### src/rtl/program_loader_pkg.sv
// Shared types and constants for the boot-time program loader.
package program_loader_pkg;

  localparam int unsigned ROM_ADDRESS_BITWIDTH_DEFAULT = 12;
  localparam int unsigned BYTE_W = 8;
  localparam int unsigned WORD_W = 32;
  localparam int unsigned LANE_W = 2;

  localparam logic [LANE_W-1:0] BYTE_LANE_0 = 2'd0;
  localparam logic [LANE_W-1:0] BYTE_LANE_1 = 2'd1;
  localparam logic [LANE_W-1:0] BYTE_LANE_2 = 2'd2;
  localparam logic [LANE_W-1:0] BYTE_LANE_3 = 2'd3;

  typedef enum logic [1:0] {
    LOADER_STATE_RECV_COUNT = 2'd0,
    LOADER_STATE_RECV_WORD  = 2'd1,
    LOADER_STATE_DONE       = 2'd2,
    LOADER_STATE_ERROR      = 2'd3
  } loader_state_t;

endpackage

### src/rtl/program_loader_byte_assembler.sv
// Packs a little-endian byte stream into 32-bit words; word_valid/word are
// combinational so the completing byte is visible in the same cycle.
module byte_assembler
  import program_loader_pkg::*;
(
  input  logic              clk,
  input  logic              reset,
  input  logic              clear,
  input  logic              byte_valid,
  input  logic [BYTE_W-1:0] byte_data,
  output logic              word_valid,
  output logic [WORD_W-1:0] word
);

  logic [LANE_W-1:0] lane;
  logic [WORD_W-1:0] lanes;

  // Lane counter and partial word; clear drops any partially received word.
  always_ff @(posedge clk or posedge reset) begin
    if (reset) begin
      lane  <= '0;
      lanes <= '0;
    end else if (clear) begin
      lane  <= '0;
      lanes <= '0;
    end else if (byte_valid) begin
      case (lane)
        BYTE_LANE_0: lanes[7:0]   <= byte_data;
        BYTE_LANE_1: lanes[15:8]  <= byte_data;
        BYTE_LANE_2: lanes[23:16] <= byte_data;
        default:     lanes[31:24] <= byte_data;
      endcase
      lane <= lane + LANE_W'(1);
    end
  end

  assign word_valid = byte_valid && !clear && (lane == BYTE_LANE_3);
  assign word       = {byte_data, lanes[23:0]};

endmodule

### src/rtl/program_loader.sv
// Receives a word count and instruction words over a byte stream, writes them
// to instruction ROM from address 0, then releases the CPU.
module program_loader
  import program_loader_pkg::*;
#(
  parameter int unsigned ROM_ADDRESS_BITWIDTH = ROM_ADDRESS_BITWIDTH_DEFAULT
) (
  input  logic                            clk,
  input  logic                            reset,
  input  logic                            rx_valid,
  input  logic [7:0]                      rx_data,
  input  logic                            reload,
  output logic                            rom_wren,
  output logic [ROM_ADDRESS_BITWIDTH-1:0] rom_address,
  output logic [31:0]                     rom_write_data,
  output logic                            cpu_run,
  output logic                            busy,
  output logic                            error
);

  localparam int unsigned WORD_IDX_W = ROM_ADDRESS_BITWIDTH - 2;
  localparam logic [WORD_W-1:0] CAPACITY = WORD_W'(64'd1 << WORD_IDX_W);

  loader_state_t                   state, state_d;
  logic [WORD_W-1:0]               word_count, word_count_d;
  logic [WORD_W-1:0]               word_index, word_index_d;
  logic                            rom_wren_d;
  logic [ROM_ADDRESS_BITWIDTH-1:0] rom_address_d;
  logic [31:0]                     rom_write_data_d;
  logic                            cpu_run_d, busy_d, error_d;
  logic                            receiving_c;
  logic                            word_valid;
  logic [WORD_W-1:0]               word;

  assign receiving_c = (state == LOADER_STATE_RECV_COUNT) ||
                       (state == LOADER_STATE_RECV_WORD);

  // Bytes outside the receiving states never reach the assembler.
  byte_assembler u_byte_assembler (
    .clk       (clk),
    .reset     (reset),
    .clear     (reload),
    .byte_valid(rx_valid && receiving_c),
    .byte_data (rx_data),
    .word_valid(word_valid),
    .word      (word)
  );

  always_ff @(posedge clk or posedge reset) begin
    if (reset) begin
      state          <= LOADER_STATE_RECV_COUNT;
      word_count     <= '0;
      word_index     <= '0;
      rom_wren       <= 1'b0;
      rom_address    <= '0;
      rom_write_data <= '0;
      cpu_run        <= 1'b0;
      busy           <= 1'b0;
      error          <= 1'b0;
    end else begin
      state          <= state_d;
      word_count     <= word_count_d;
      word_index     <= word_index_d;
      rom_wren       <= rom_wren_d;
      rom_address    <= rom_address_d;
      rom_write_data <= rom_write_data_d;
      cpu_run        <= cpu_run_d;
      busy           <= busy_d;
      error          <= error_d;
    end
  end

  // cpu_run follows the DONE state a cycle late after a data load so the
  // final ROM write lands first; the empty-program path releases immediately.
  always_comb begin
    state_d          = state;
    word_count_d     = word_count;
    word_index_d     = word_index;
    rom_wren_d       = 1'b0;
    rom_address_d    = rom_address;
    rom_write_data_d = rom_write_data;
    cpu_run_d        = (state == LOADER_STATE_DONE);

    if (reload) begin
      state_d      = LOADER_STATE_RECV_COUNT;
      word_count_d = '0;
      word_index_d = '0;
      cpu_run_d    = 1'b0;
    end else begin
      case (state)
        LOADER_STATE_RECV_COUNT: begin
          if (word_valid) begin
            if (word == '0) begin
              state_d   = LOADER_STATE_DONE;
              cpu_run_d = 1'b1;
            end else if (word > CAPACITY) begin
              state_d = LOADER_STATE_ERROR;
            end else begin
              word_count_d = word;
              word_index_d = '0;
              state_d      = LOADER_STATE_RECV_WORD;
            end
          end
        end
        LOADER_STATE_RECV_WORD: begin
          if (word_valid) begin
            rom_wren_d       = 1'b1;
            rom_address_d    = {word_index[WORD_IDX_W-1:0], 2'b00};
            rom_write_data_d = word;
            word_index_d     = word_index + WORD_W'(1);
            if (word_index + WORD_W'(1) == word_count) begin
              state_d = LOADER_STATE_DONE;
            end
          end
        end
        default: ;
      endcase
    end

    busy_d  = (state_d == LOADER_STATE_RECV_COUNT) || (state_d == LOADER_STATE_RECV_WORD);
    error_d = (state_d == LOADER_STATE_ERROR);
  end

endmodule

### config.mk
export PLATFORM = sky130hd
export DESIGN_NAME = program_loader
export DESIGN_NICKNAME = d
export VERILOG_FILES = /design/src/rtl/program_loader_pkg.sv /design/src/rtl/program_loader_byte_assembler.sv /design/src/rtl/program_loader.sv
export SDC_FILE = /design/constraint.sdc
export NUM_CORES = 1
export LEC_CHECK = 0
export CORE_ASPECT_RATIO = 0.9
export CORE_MARGIN = 4
export CORE_UTILIZATION = 60
export DETAILED_ROUTE_END_ITERATION = 12
export PLACE_DENSITY = 0.89
export SETUP_SLACK_MARGIN = 0.2
export SLEW_MARGIN = 20
export SYNTH_ARGS = -nofsm -noshare
export SYNTH_HDL_FRONTEND = slang
export SYNTH_HIERARCHICAL = 1
export SYNTH_SLANG_ARGS = --single-unit
### constraint.sdc
create_clock -name clk -period 6.1 [get_ports clk]
set_input_delay 1.22 -clock clk [delete_from_list [all_inputs] [get_ports clk]]
set_output_delay 1.22 -clock clk [all_outputs]
set_load 0.01 [all_outputs]
After elaboration in Yosys (flattened, before gate mapping)
Index checks and enable logic that the tools add are counted.
{"block": "op_classes", "muxes": 32, "n_bitwise": 1, "reduce_logical": 23, "n_addsub": 2, "eq_ne": 14, "magnitude_cmp": 1}
{"cell": "32-bit 2-to-1 mux", "n": 10}
{"cell": "32-bit one-hot mux with 2 select lines", "n": 1}
{"cell": "24-bit 2-to-1 mux", "n": 2}
{"cell": "32-bit by 1-bit adder with 32-bit output (second input constant)", "n": 1}
{"cell": "32-bit == test", "n": 1}
{"cell": "32-bit by 11-bit > comparator with 1-bit output (second input constant)", "n": 1}
{"cell": "32-bit zero test", "n": 1}
{"cell": "8-bit 2-to-1 mux", "n": 3}
{"cell": "2-bit 2-to-1 mux", "n": 8}
{"cell": "2-bit nonzero test", "n": 6}
{"cell": "2-bit == test (second input constant)", "n": 4}
{"cell": "1-bit 2-to-1 mux", "n": 7}
{"cell": "2-bit by 1-bit == test with 1-bit output (second input constant)", "n": 3}
{"cell": "2-bit zero test", "n": 3}
{"cell": "3-bit by 2-bit != test with 1-bit output (second input constant)", "n": 2}
{"cell": "3-bit != test (second input constant)", "n": 2}
{"cell": "2-bit AND reduction", "n": 3}
{"cell": "5-bit AND reduction", "n": 1}
{"cell": "2-bit != test (second input constant)", "n": 2}
{"cell": "2-bit one-hot mux with 2 select lines", "n": 1}
{"cell": "4-bit AND reduction", "n": 1}
{"cell": "1-bit logical AND", "n": 3}
{"cell": "3-bit AND reduction", "n": 1}
{"cell": "3-bit nonzero test", "n": 1}
{"cell": "other kinds (4)", "n": 5}
{"block": "totals", "input_bits": 12, "word_cells": 86, "out_inout_bits": 48, "ff_bits": 138}

Depth between registers and ports, before layout
Gate-level depths: netlist of the first run.
{"block": "logic_depth", "ltp_word": 10, "depth_mapped": 10, "mapped_depth_nobuf": 8}

Cells and area by module
Netlist of the first run, hierarchy kept.
{"mod": "program_loader", "area_each_um2": 5839.4, "seq_area_each_um2": 2802.7, "cells_per_inst": 659, "instances": 1}
{"mod": "byte_assembler", "area_each_um2": 1326.3, "seq_area_each_um2": 650.6, "cells_per_inst": 113, "instances": 1}

Worst setup path before layout of the first run
OpenSTA, ideal clock, no wires.
{"block": "synth_path", "path_kind": "input-to-reg", "start": "input rx_data[3]", "end": "register word_count[0]", "slack_ns": 2.440, "arrival_ns": 3.528, "setup_time_ns": 0.132, "path_buffers": 2, "t_required_ns": 5.968, "path_stages": 8, "path_cell_list": "buf_4 -> nor4_1 -> nand2_1 -> or4b_2 -> nor3_1 -> clkbuf_1 -> mux2i_1 -> nor2_1"}
{"block": "synth_via", "elab_chain_cells": 3, "elab_cells_between_ends": 5, "classes_between": "1 x order compare; 2 x eq/ne; 2 x reduce/logical"}
{"item": "from (decl)", "line": "program_loader.sv:11", "rtl": "input logic [7:0] rx_data,"}
{"item": "32-bit by 11-bit > comparator with 1-bit output / 32-bit zero test (equally long branches)", "line": "program_loader.sv:96, program_loader.sv:93"}
{"item": "2-bit != test (no line)"}
{"item": "4-bit AND reduction (no line) (*)"}
{"item": "to (signal assigned)", "line": "program_loader.sv:62", "rtl": "word_count <= word_count_d;"}
{"item": "to (decl)", "line": "program_loader.sv:25", "rtl": "logic [WORD_W-1:0] word_count, word_count_d;"}
Every way passes the cells marked *; elsewhere a longest branch is shown, timed or not.
A chain may end at the register's enable or synchronous reset.

Final worst setup path of the first run
{"block": "layout_path", "start": "input rx_valid", "end": "register state[1]"}
{"block": "layout_via", "elab_chain_cells": 6, "elab_cells_between_ends": 7, "classes_between": "4 x mux; 3 x reduce/logical"}
{"item": "from (decl)", "line": "program_loader.sv:10", "rtl": "input logic rx_valid,"}
{"item": "1-bit logical AND (*)", "line": "program_loader.sv:43", "rtl": ".byte_valid(rx_valid && receiving_c),"}
{"item": "1-bit logical AND (*) (2 in a row)", "line": "program_loader_byte_assembler.sv:37", "rtl": "assign word_valid = byte_valid && !clear && (lane == BYTE_LANE_3);"}
{"item": "net word_valid", "line": "program_loader.sv:32", "rtl": "logic word_valid;"}
{"item": "2-bit 2-to-1 mux, on equally long branches", "line": "program_loader.sv:106, program_loader.sv:92"}
{"item": "2-bit one-hot mux with 2 select lines (*)", "line": "program_loader.sv:90", "rtl": "case (state)"}
{"item": "2-bit 2-to-1 mux (*)", "line": "program_loader.sv:84", "rtl": "if (reload) begin"}
{"item": "net state_d[1]", "line": "program_loader.sv:24", "rtl": "loader_state_t state, state_d;"}
{"item": "to (signal assigned)", "line": "program_loader.sv:61", "rtl": "state <= state_d;"}
{"item": "to (decl)", "line": "program_loader.sv:24"}
The timed path passes the listed nets; every way through them passes the cells marked *.

==> flow_summary.toml, run 1 <==
[outcome]
status = "finished, final reports clean"

[synth]
ys.flop_type = "dfrtp_1"
avgSynthCellArea_um2 = 9.28
synth_edf_count = 0
netlist_area_um2 = 7170
ys_seq_area_frac = 0.482
async_flop_share = 1.00
synth.distinct_cells = 58
synth_cells = 772
ys_ff_latch = 138
yosysWarnings = 6

[floorplan]
die_h_um = 112
start_util = 0.619
die_x_um = 123
die-area_um2 = 13800
io_pins = 60
core_area_um2 = 11600
row_count = 37

[timing]
max_slew.worst_pin.slew_ns = 1.05
maxSlewHeadroom = 0.297
drv_slew = 0
rsz0062_at_grt = "false"
setup_violations = 0
fin_skew_ns = 0.0136
setup_slack_ns = 2.20
tns_ns = 0
fin_crit_sh = 0.640
max_freq_mhz = 256
hold_violations = 0
post-route-min-period_ns = 3.90

[route]
dr.first_iter.drc_count = 797
wl_per_cell_um = 19.1
vias = 6018
wl_met3_mm = 1.49
drc_errors = 0
dr.pass1.iters = 5
avgViaCountPerCell = 6.23
ant_nets = 0
routed.top_layer = "met4"
routed_wl_mm = 18.5
wl_met2_mm = 8.78
drt-met1-wl_mm = 7.67

[worst_hold_path]
hold_class = "reg2reg"
min_path_cells = 2
hp-start = "rom_address[5]"
hold_end = "rom_address[5]"

[worst_setup_path]
critPathArrivalTime_ns = 4.25
reg2reg_depth = 8
required_ns = 6.44
crit_path_end_kind = "flip-flop"
reg2reg_setup_slack_ns = 2.42
r2r-start = "word_index[0]"
cp_max_fo = 8
start_kind = "input port"
rr_endpoint = "state[1]"
worstSetupPathType = "in2reg"

[layout]
fin_area_um2 = 8270
drive_above_1_share = 0.0630
syn_to_final_growth_pct = 15.4
layout_common_cells = "nand2_1, dfrtp_1, clkdlybuf4s50_1, nor2_1, o21ai_0"
final_common_cell = "nand2_1"
nets = 814
final_util = 0.715
diodes = 0

[clock_tree]
cts.reportedPaths.clkPinSlew_ns = 0.06
ctsHoldBuffers = 0
cts_tree = "built"
cts.sinks = 138
htree_num_levels = 4
postCtsSetupRepairBufs = 0
cts_resized = 0
numCtsBuffers = 17
clock_latency_ns = 0.44
clock-root-buffer = "clkbuf_16"
clockBufferDepth = 2

[power]
power.density_nw_per_um2 = 246
cellLeakagePower_nw = 3.73
peakVddDrop_mv = 0.203
total_power_mw = 2.03

[global_route]
grt_pass1_wl_mm = 30.8
groute.usage.overall = 0.286
grt_overflow = 0
antenna_found_initial = 0
grt_pass1_vias = 6051
grt_max_degree = 86

[placed_design]
place_ws_ns = 1.84
portBuffers = 57
placed_cell_area_um2 = 7690
gp_congestion = 0.906
hpwl_mm = 12.1

[job]
maxCapViolations = 0
## cells in the mapped netlist, drive strengths merged, types with 2 or more instances
cell / count / area [µm²]
nand2: 149 / 562
dfrtp: 138 / 3450
nor2: 50 / 188
o21ai: 48 / 240
mux2i: 38 / 380
nand2b: 37 / 231
clkbuf: 36 / 135
xnor2: 31 / 272
and2: 25 / 161
nand3: 23 / 128
buf: 22 / 160
inv: 16 / 60.1
nand4: 16 / 100
nor4: 16 / 115
a21oi: 14 / 70.1
nor3: 11 / 55.1
xor2: 11 / 96.3
o31ai: 10 / 75.1
a31oi: 8 / 50.1
and4: 8 / 70.1
or4: 6 / 56.3
and3: 5 / 31.3
ha: 5 / 62.6
o41ai: 5 / 43.8
o2111ai: 4 / 35.0
o211ai: 4 / 30.0
nor2b: 3 / 18.8
o22ai: 3 / 18.8
or3: 3 / 18.8
a221oi: 2 / 17.5
a22o: 2 / 17.5
and3b: 2 / 17.5
and4b: 2 / 20.0
nand3b: 2 / 15.0
nor3b: 2 / 15.0
## through the flow
stage	std cells	hold WS (ns)
floorplan	773	0.462
global placement	934	0.461
detailed placement	934	0.463
CTS	966	0.477
global route	966	0.507
finish	966	0.474
## how the worst max path moves through the flow
stage | startpoint | end
after floorplan | reset | busy
after global placement | rx_valid | state[1]
after detailed placement | rx_valid | state[1]
after CTS | rx_valid | state[1]
after global routing | rx_valid | word_index[31]
final | rx_valid | state[1]
## metal layers
metal,GRT usage,up-vias
met1,0.393,2957
met5,0,-
met2,0.437,310
li1,-,2697
met3,0.0777,54
met4,0.101,0
## kinds of logic after synthesis
| group | count (synthesis) | synth area share |
|---|---|---|
| compound gates | 109 | 0.0950 |
| xor+xnor | 43 | 0.0545 |
| fa+ha+maj | 5 | 0.00873 |
| buf+inv | 74 | 0.0496 |
| flops | 138 | 0.482 |
| mux | 39 | 0.0547 |
| other cells | 1 | 0.000523 |
| simple gates | 363 | 0.255 |
## power breakdown
part / internal (mW) / total (mW) / switching [mW]
Clock: 0.610 / 1.01 / 0.397
Combinational: 0.0303 / 0.0862 / 0.0559
Sequential: 0.926 / 0.939 / 0.0133
Total: 1.57 / 2.03 / 0.466
## cell type report
class	instances	area (µm²)
Clock buffer	21	450
Timing Repair Buffer	63	616
Tap cell	156	195
Fill cell	812	3300
Clock inverter	11	123
Inverter	16	62.6
Sequential cell	138	3450
Multi-Input combinational cell	561	3370
## sequential cells by signal, summed over array words and instances, names as in the netlist
name,count
word_index,32
state,2
error,1
word_count,32
rom_write_data,32
rom_wren,1
cpu_run,1
busy,1
u_byte_assembler/lane,2
rom_address,10
u_byte_assembler/lanes,24
## critical path: stages
cell	delay, ns
clkdlybuf4s50_1	0.48
nor2b_1	0.49
and3b_1	0.35
o2111a_1	0.21
o2111ai_1	0.11
or4_1	0.62
or4_4	0.58
o22ai_1	0.18
(Power assumes the default switching activity.)
==> inputs of run 2 (changes only) <==
--- a/config.mk
+++ b/config.mk
@@ -7,9 +7,9 @@
 export LEC_CHECK = 0
 export CORE_ASPECT_RATIO = 0.9
 export CORE_MARGIN = 4
-export CORE_UTILIZATION = 60
+export CORE_UTILIZATION = 58
 export DETAILED_ROUTE_END_ITERATION = 12
-export PLACE_DENSITY = 0.89
+export PLACE_DENSITY = 0.87
 export SETUP_SLACK_MARGIN = 0.2
 export SLEW_MARGIN = 20
 export SYNTH_ARGS = -nofsm -noshare
==> constraint.sdc (replaced) <==
create_clock -name clk -period 3.7 [get_ports clk]
set_input_delay 0.74 -clock clk [delete_from_list [all_inputs] [get_ports clk]]
set_output_delay 0.74 -clock clk [all_outputs]
set_load 0.01 [all_outputs]
==> run 2 against run 1 <==
Clock-buffer cell count decreased by 3. Worst setup slack got worse by 1.8 ns. First-iteration DRC count up 0.75%. Combinational power increased by 74%. Die area rose by 3.2%. Clock skew decreased by 0.0046 ns. Final cell count increased by 1.3%. Register-to-register slack worse by 2.1 ns. Largest power group unchanged. Global-route usage is 1.8 points lower. Hold slack better by 0.0022 ns. Total power up 66%.
==> flow_summary.toml, run 2 (synthesis results as in run 1) <==
[placed_design]
placed_cell_area_um2 = 7810
hpwl_mm = 12.3
portBuffers = 57
place_ws_ns = 0.228
dp.cells = 947
gp_congestion = 0.926

[route]
ant_nets = 0
wl_per_cell_um = 18.8
dr.first_iter.drc_count = 803
dr.pass1.iters = 5
vias = 5994
avgViaCountPerCell = 6.12
routed_wl_mm = 18.4
drc_errors = 0

[layout]
diodes = 0
drive_above_1_share = 0.0806
nets = 823
syn_to_final_growth_pct = 17.4
final_util = 0.697
fin_area_um2 = 8410
top_regs = "rom_write_data (32), word_count (32), word_index (32)"
layout_common_cells = "nand2_1, dfrtp_1, clkdlybuf4s50_1, nor2_1, o21ai_0"
final-instance-count-excl-fill = 979
final_common_cell = "nand2_1"

[timing]
hold_violations = 0
max_freq_mhz = 299
tns_ns = 0
max_slew.worst_pin.slew_ns = 0.980
hold_slack_ns = 0.477
rsz0062_at_grt = "false"
drv_slew = 0
setup_violations = 0
fin_crit_sh = 0.903
maxSlewHeadroom = 0.343
setup_slack_ns = 0.358
post-route-min-period_ns = 3.34
fin_skew_ns = 0.00902

[worst_hold_path]
hold_class = "reg2reg"

[power]
pwr-share-comb = 0.044
pwr-share-clk = 0.498
power_switching_uw = 788
peakVddDrop_mv = 0.326
internal_power_mw = 2.59
pwr-share-seq = 0.457
cellLeakagePower_nw = 3.79
total_power_mw = 3.38
swShare = 0.233
power.density_nw_per_um2 = 402

[floorplan]
die-area_um2 = 14200
die_h_um = 113
start_util = 0.593
core_area_um2 = 12100
die_x_um = 125
row_count = 38
io_pins = 60

[outcome]
status = "finished, final reports clean"

[clock_tree]
cts.sinks = 138
cts.reportedPaths.clkPinSlew_ns = 0.06
cts_resized = 0
numCtsBuffers = 17
htree_num_levels = 4
clockBufferDepth = 2
postCtsSetupRepairBufs = 0
ctsHoldBuffers = 0
clock_latency_ns = 0.43
cts_tree = "built"
clock-root-buffer = "clkbuf_16"

[worst_setup_path]
critPathArrivalTime_ns = 3.66
cp_max_fo = 8
required_ns = 4.02
worstSetupPathType = "reg2reg"
crit_path_end_kind = "flip-flop"
start_kind = "flip-flop"

[global_route]
groute.usage.overall = 0.267
grt_pass1_vias = 5880
grt_pass1_wl_mm = 30.5
grt_overflow = 0
grt_max_degree = 113
antenna_found_initial = 0

[job]
maxCapViolations = 0
==> run 2: path summary, 6_finish.rpt <==
path | start | endpoint | slack (ns) | depth (start not counted)
setup reg to reg | word_index[1] | error | 0.36 | 8
max in group asynchronous | reset | word_index[10] | 2.35 | 3
hold reg to reg | rom_write_data[5] | rom_write_data[5] | 0.48 | 2
min in group asynchronous | reset | u_byte_assembler/lanes[3] | 0.82 | 2
setup / recovery | word_index[1] | error | 0.36 | 8
hold / removal | rom_write_data[5] | rom_write_data[5] | 0.48 | 2
==> run 2: metal layers <==
metal / global-route usage / up-vias / share of wire
li1: - / 2717 / -
met1: 0.391 / 2902 / 0.45
met2: 0.396 / 320 / 0.45
met3: 0.0646 / 55 / 0.084
met4: 0.0910 / 0 / 0.022
met5: 0 / - / 0
==> run 2: cell type report <==
cell class	instances	area, µm²
Clock buffer	18	439
Clock inverter	14	146
Fill cell	896	3660
Inverter	16	63.8
Multi-Input combinational cell	561	3390
Sequential cell	138	3450
Tap cell	160	200
Timing Repair Buffer	72	721
==> run 2: power by group through the flow <==
| stage | Clock, mW | Sequential, mW | Combinational (mW) |
|---|---|---|---|
| floorplan | 0 | 1.57 | 0.107 |
| finish | 1.68 | 1.55 | 0.150 |
| detailed placement | 0 | 1.57 | 0.147 |
| global route | 1.78 | 1.55 | 0.164 |
| global placement | 0 | 1.57 | 0.142 |
| CTS | 1.70 | 1.54 | 0.149 |
==> run 2: worst max-delay path, cell delays in order, from the launching register on <==
cell     delay, ns
dfrtp_1       0.47
ha_4          0.23
nand3_4       0.12
or4_4         0.66
nor4_4        0.36
xnor2_1       0.12
or4_4         0.50
or4_4         0.53
a21oi_1       0.24
==> inputs of run 3 (changes only) <==
--- a/config.mk
+++ b/config.mk
@@ -5,11 +5,13 @@
 export SDC_FILE = /design/constraint.sdc
 export NUM_CORES = 1
 export LEC_CHECK = 0
+export ABC_AREA = 0
 export CORE_ASPECT_RATIO = 0.9
 export CORE_MARGIN = 4
-export CORE_UTILIZATION = 58
+export CORE_UTILIZATION = 53
 export DETAILED_ROUTE_END_ITERATION = 12
-export PLACE_DENSITY = 0.87
+export GPL_ROUTABILITY_DRIVEN = 0
+export PLACE_DENSITY = 0.81
 export SETUP_SLACK_MARGIN = 0.2
 export SLEW_MARGIN = 20
 export SYNTH_ARGS = -nofsm -noshare
==> run 3 against run 2 <==
Clock-buffer cell count is the same. Wire length shrank 2.9%. Sequential share of layout area shrank 0.17 points. Critical path type unchanged. Largest cell class unchanged. Largest power group unchanged. Highest routed layer unchanged.
==> flow_summary.toml, run 3 (synthesis results as in run 1) <==
[outcome]
status = "finished, final reports clean"

[worst_setup_path]
cp_max_fo = 8
start_kind = "flip-flop"
rr_endpoint = "state[1]"
crit_path_end_kind = "flip-flop"
r2r-start = "word_index[1]"
max_stage_delay_ns = 0.66
critPathArrivalTime_ns = 3.68
reg2reg_setup_slack_ns = 0.36
crit_slowest_cell = "or4_4"
required_ns = 4.04
worstSetupPathType = "reg2reg"
reg2reg_depth = 8
worstPathCellList = "ha_2, nand3_4, or4_4, nor4_4, xnor2_1, or4_4, or4_4, o22ai_1"
crit_top_cell = "or4_4"

[power]
power.density_nw_per_um2 = 409
total_power_mw = 3.46
cellLeakagePower_nw = 3.82
peakVddDrop_mv = 0.333

[floorplan]
row_count = 40
die_x_um = 131
die-area_um2 = 15400
io_pins = 60
core_area_um2 = 13300
start_util = 0.538
die_h_um = 118

[clock_tree]
clockBufferDepth = 2
clock-root-buffer = "clkbuf_16"
htree_num_levels = 4
numCtsBuffers = 17
clock_latency_ns = 0.42
cts.reportedPaths.clkPinSlew_ns = 0.06
cts_tree = "built"
cts.sinks = 138
ctsHoldBuffers = 0

[global_route]
grt_use_met1 = 0.363
grt_pass1_vias = 5697
grt_use_met3 = 0.0529
antenna_found_initial = 0
grt_overflow = 0
groute.usage.overall = 0.238
grt_pass1_wl_mm = 29.1
grt_max_degree = 86
grt_use_met2 = 0.338
grt-busiest-layer = "met1"

[job]
maxCapViolations = 0

[worst_hold_path]
hold_end = "rom_address[8]"
min_path_cells = 2
hp-start = "rom_address[8]"
hold_class = "reg2reg"

[layout]
nets = 826
final_common_cell = "nand2_1"
syn_to_final_growth_pct = 17.9
top_regs = "rom_write_data (32), word_count (32), word_index (32)"
diodes = 0
layout_common_cells = "nand2_1, dfrtp_1, clkdlybuf4s50_1, nor2_1, o21ai_0"
regArea_um2 = 3450
drive_above_1_share = 0.0828
num-fill-cells = 1055
multi_input_area_um2 = 3370

[route]
routed_wl_mm = 17.9
wl_per_cell_um = 18.1
ant_nets = 0
dr.first_iter.drc_count = 706
drc_errors = 0
vias = 5921
dr.pass1.iters = 5
avgViaCountPerCell = 5.99

[timing]
post-route-min-period_ns = 3.34
tns_ns = 0
drv_slew = 0
setup_violations = 0
rsz0062_at_grt = "false"
fin_crit_sh = 0.903
max_slew.worst_pin.slew_ns = 0.885
max_freq_mhz = 299
fin_skew_ns = 0.00636
hold_violations = 0
maxSlewHeadroom = 0.408

[placed_design]
hpwl_mm = 11.9
portBuffers = 57
## run 3: worst max-delay path by stage
stage / startpoint / end / cells past startpoint
floorplan: rx_data[3] / word_count[0] / 8
global placement: rx_data[7] / word_index[30] / 9
detailed placement: rx_data[6] / word_index[26] / 9
CTS: word_index[0] / state[1] / 8
global route: word_index[1] / state[1] / 8
finish: word_index[1] / state[1] / 8
## run 3: final cells by class
type                            count  area share
Clock buffer                       18      0.0520
Timing Repair Buffer               75      0.0880
Clock inverter                     13      0.0195
Multi-Input combinational cell    561       0.399
Inverter                           16     0.00755
Tap cell                          168      0.0249
Sequential cell                   138       0.409
## run 3: timing repair
action,in CTS,in global routing
setup buffers,0,0
endpoints found under the hold margin,0,0
resized for setup,0,2
endpoints found under the setup margin,0,4
## run 3: per-layer routing
layer / vias up / wire length (µm)
met5: - / 0
met1: 2914 / 8400
met3: 28 / 1350
met4: 0 / 242
li1: 2724 / -
met2: 255 / 7860
## run 3: where the power goes
part | internal (mW) | switching [mW]
logic | 0.0540 | 0.0956
clock network | 1.08 | 0.682
registers | 1.53 | 0.0203
## run 3: through the flow
| stage | util | hold WS [ns] | cells | worst slack (ns) | area, µm² |
|---|---|---|---|---|---|
| after floorplan | - | 0.462 | 773 | 0.520 | 7170 |
| after global placement | 0.589 | 0.457 | 958 | 0.292 | 7840 |
| after detailed placement | 0.589 | 0.462 | 958 | 0.212 | 7840 |
| after CTS | 0.634 | 0.477 | 989 | 0.270 | 8450 |
| after global routing | 0.635 | 0.496 | 989 | 0.269 | 8450 |
| final | 0.635 | 0.472 | 989 | 0.359 | 8450 |
## run 3: worst max-delay path: cells and delay by family, from the launching register on
kind,cells,cell delay [ns]
AND/OR/NAND/NOR,5,2.20
flip-flops,1,0.44
adder cells (fa/ha/maj),1,0.31
XOR/XNOR,1,0.15
AO/OA/AOI/OAI,1,0.15
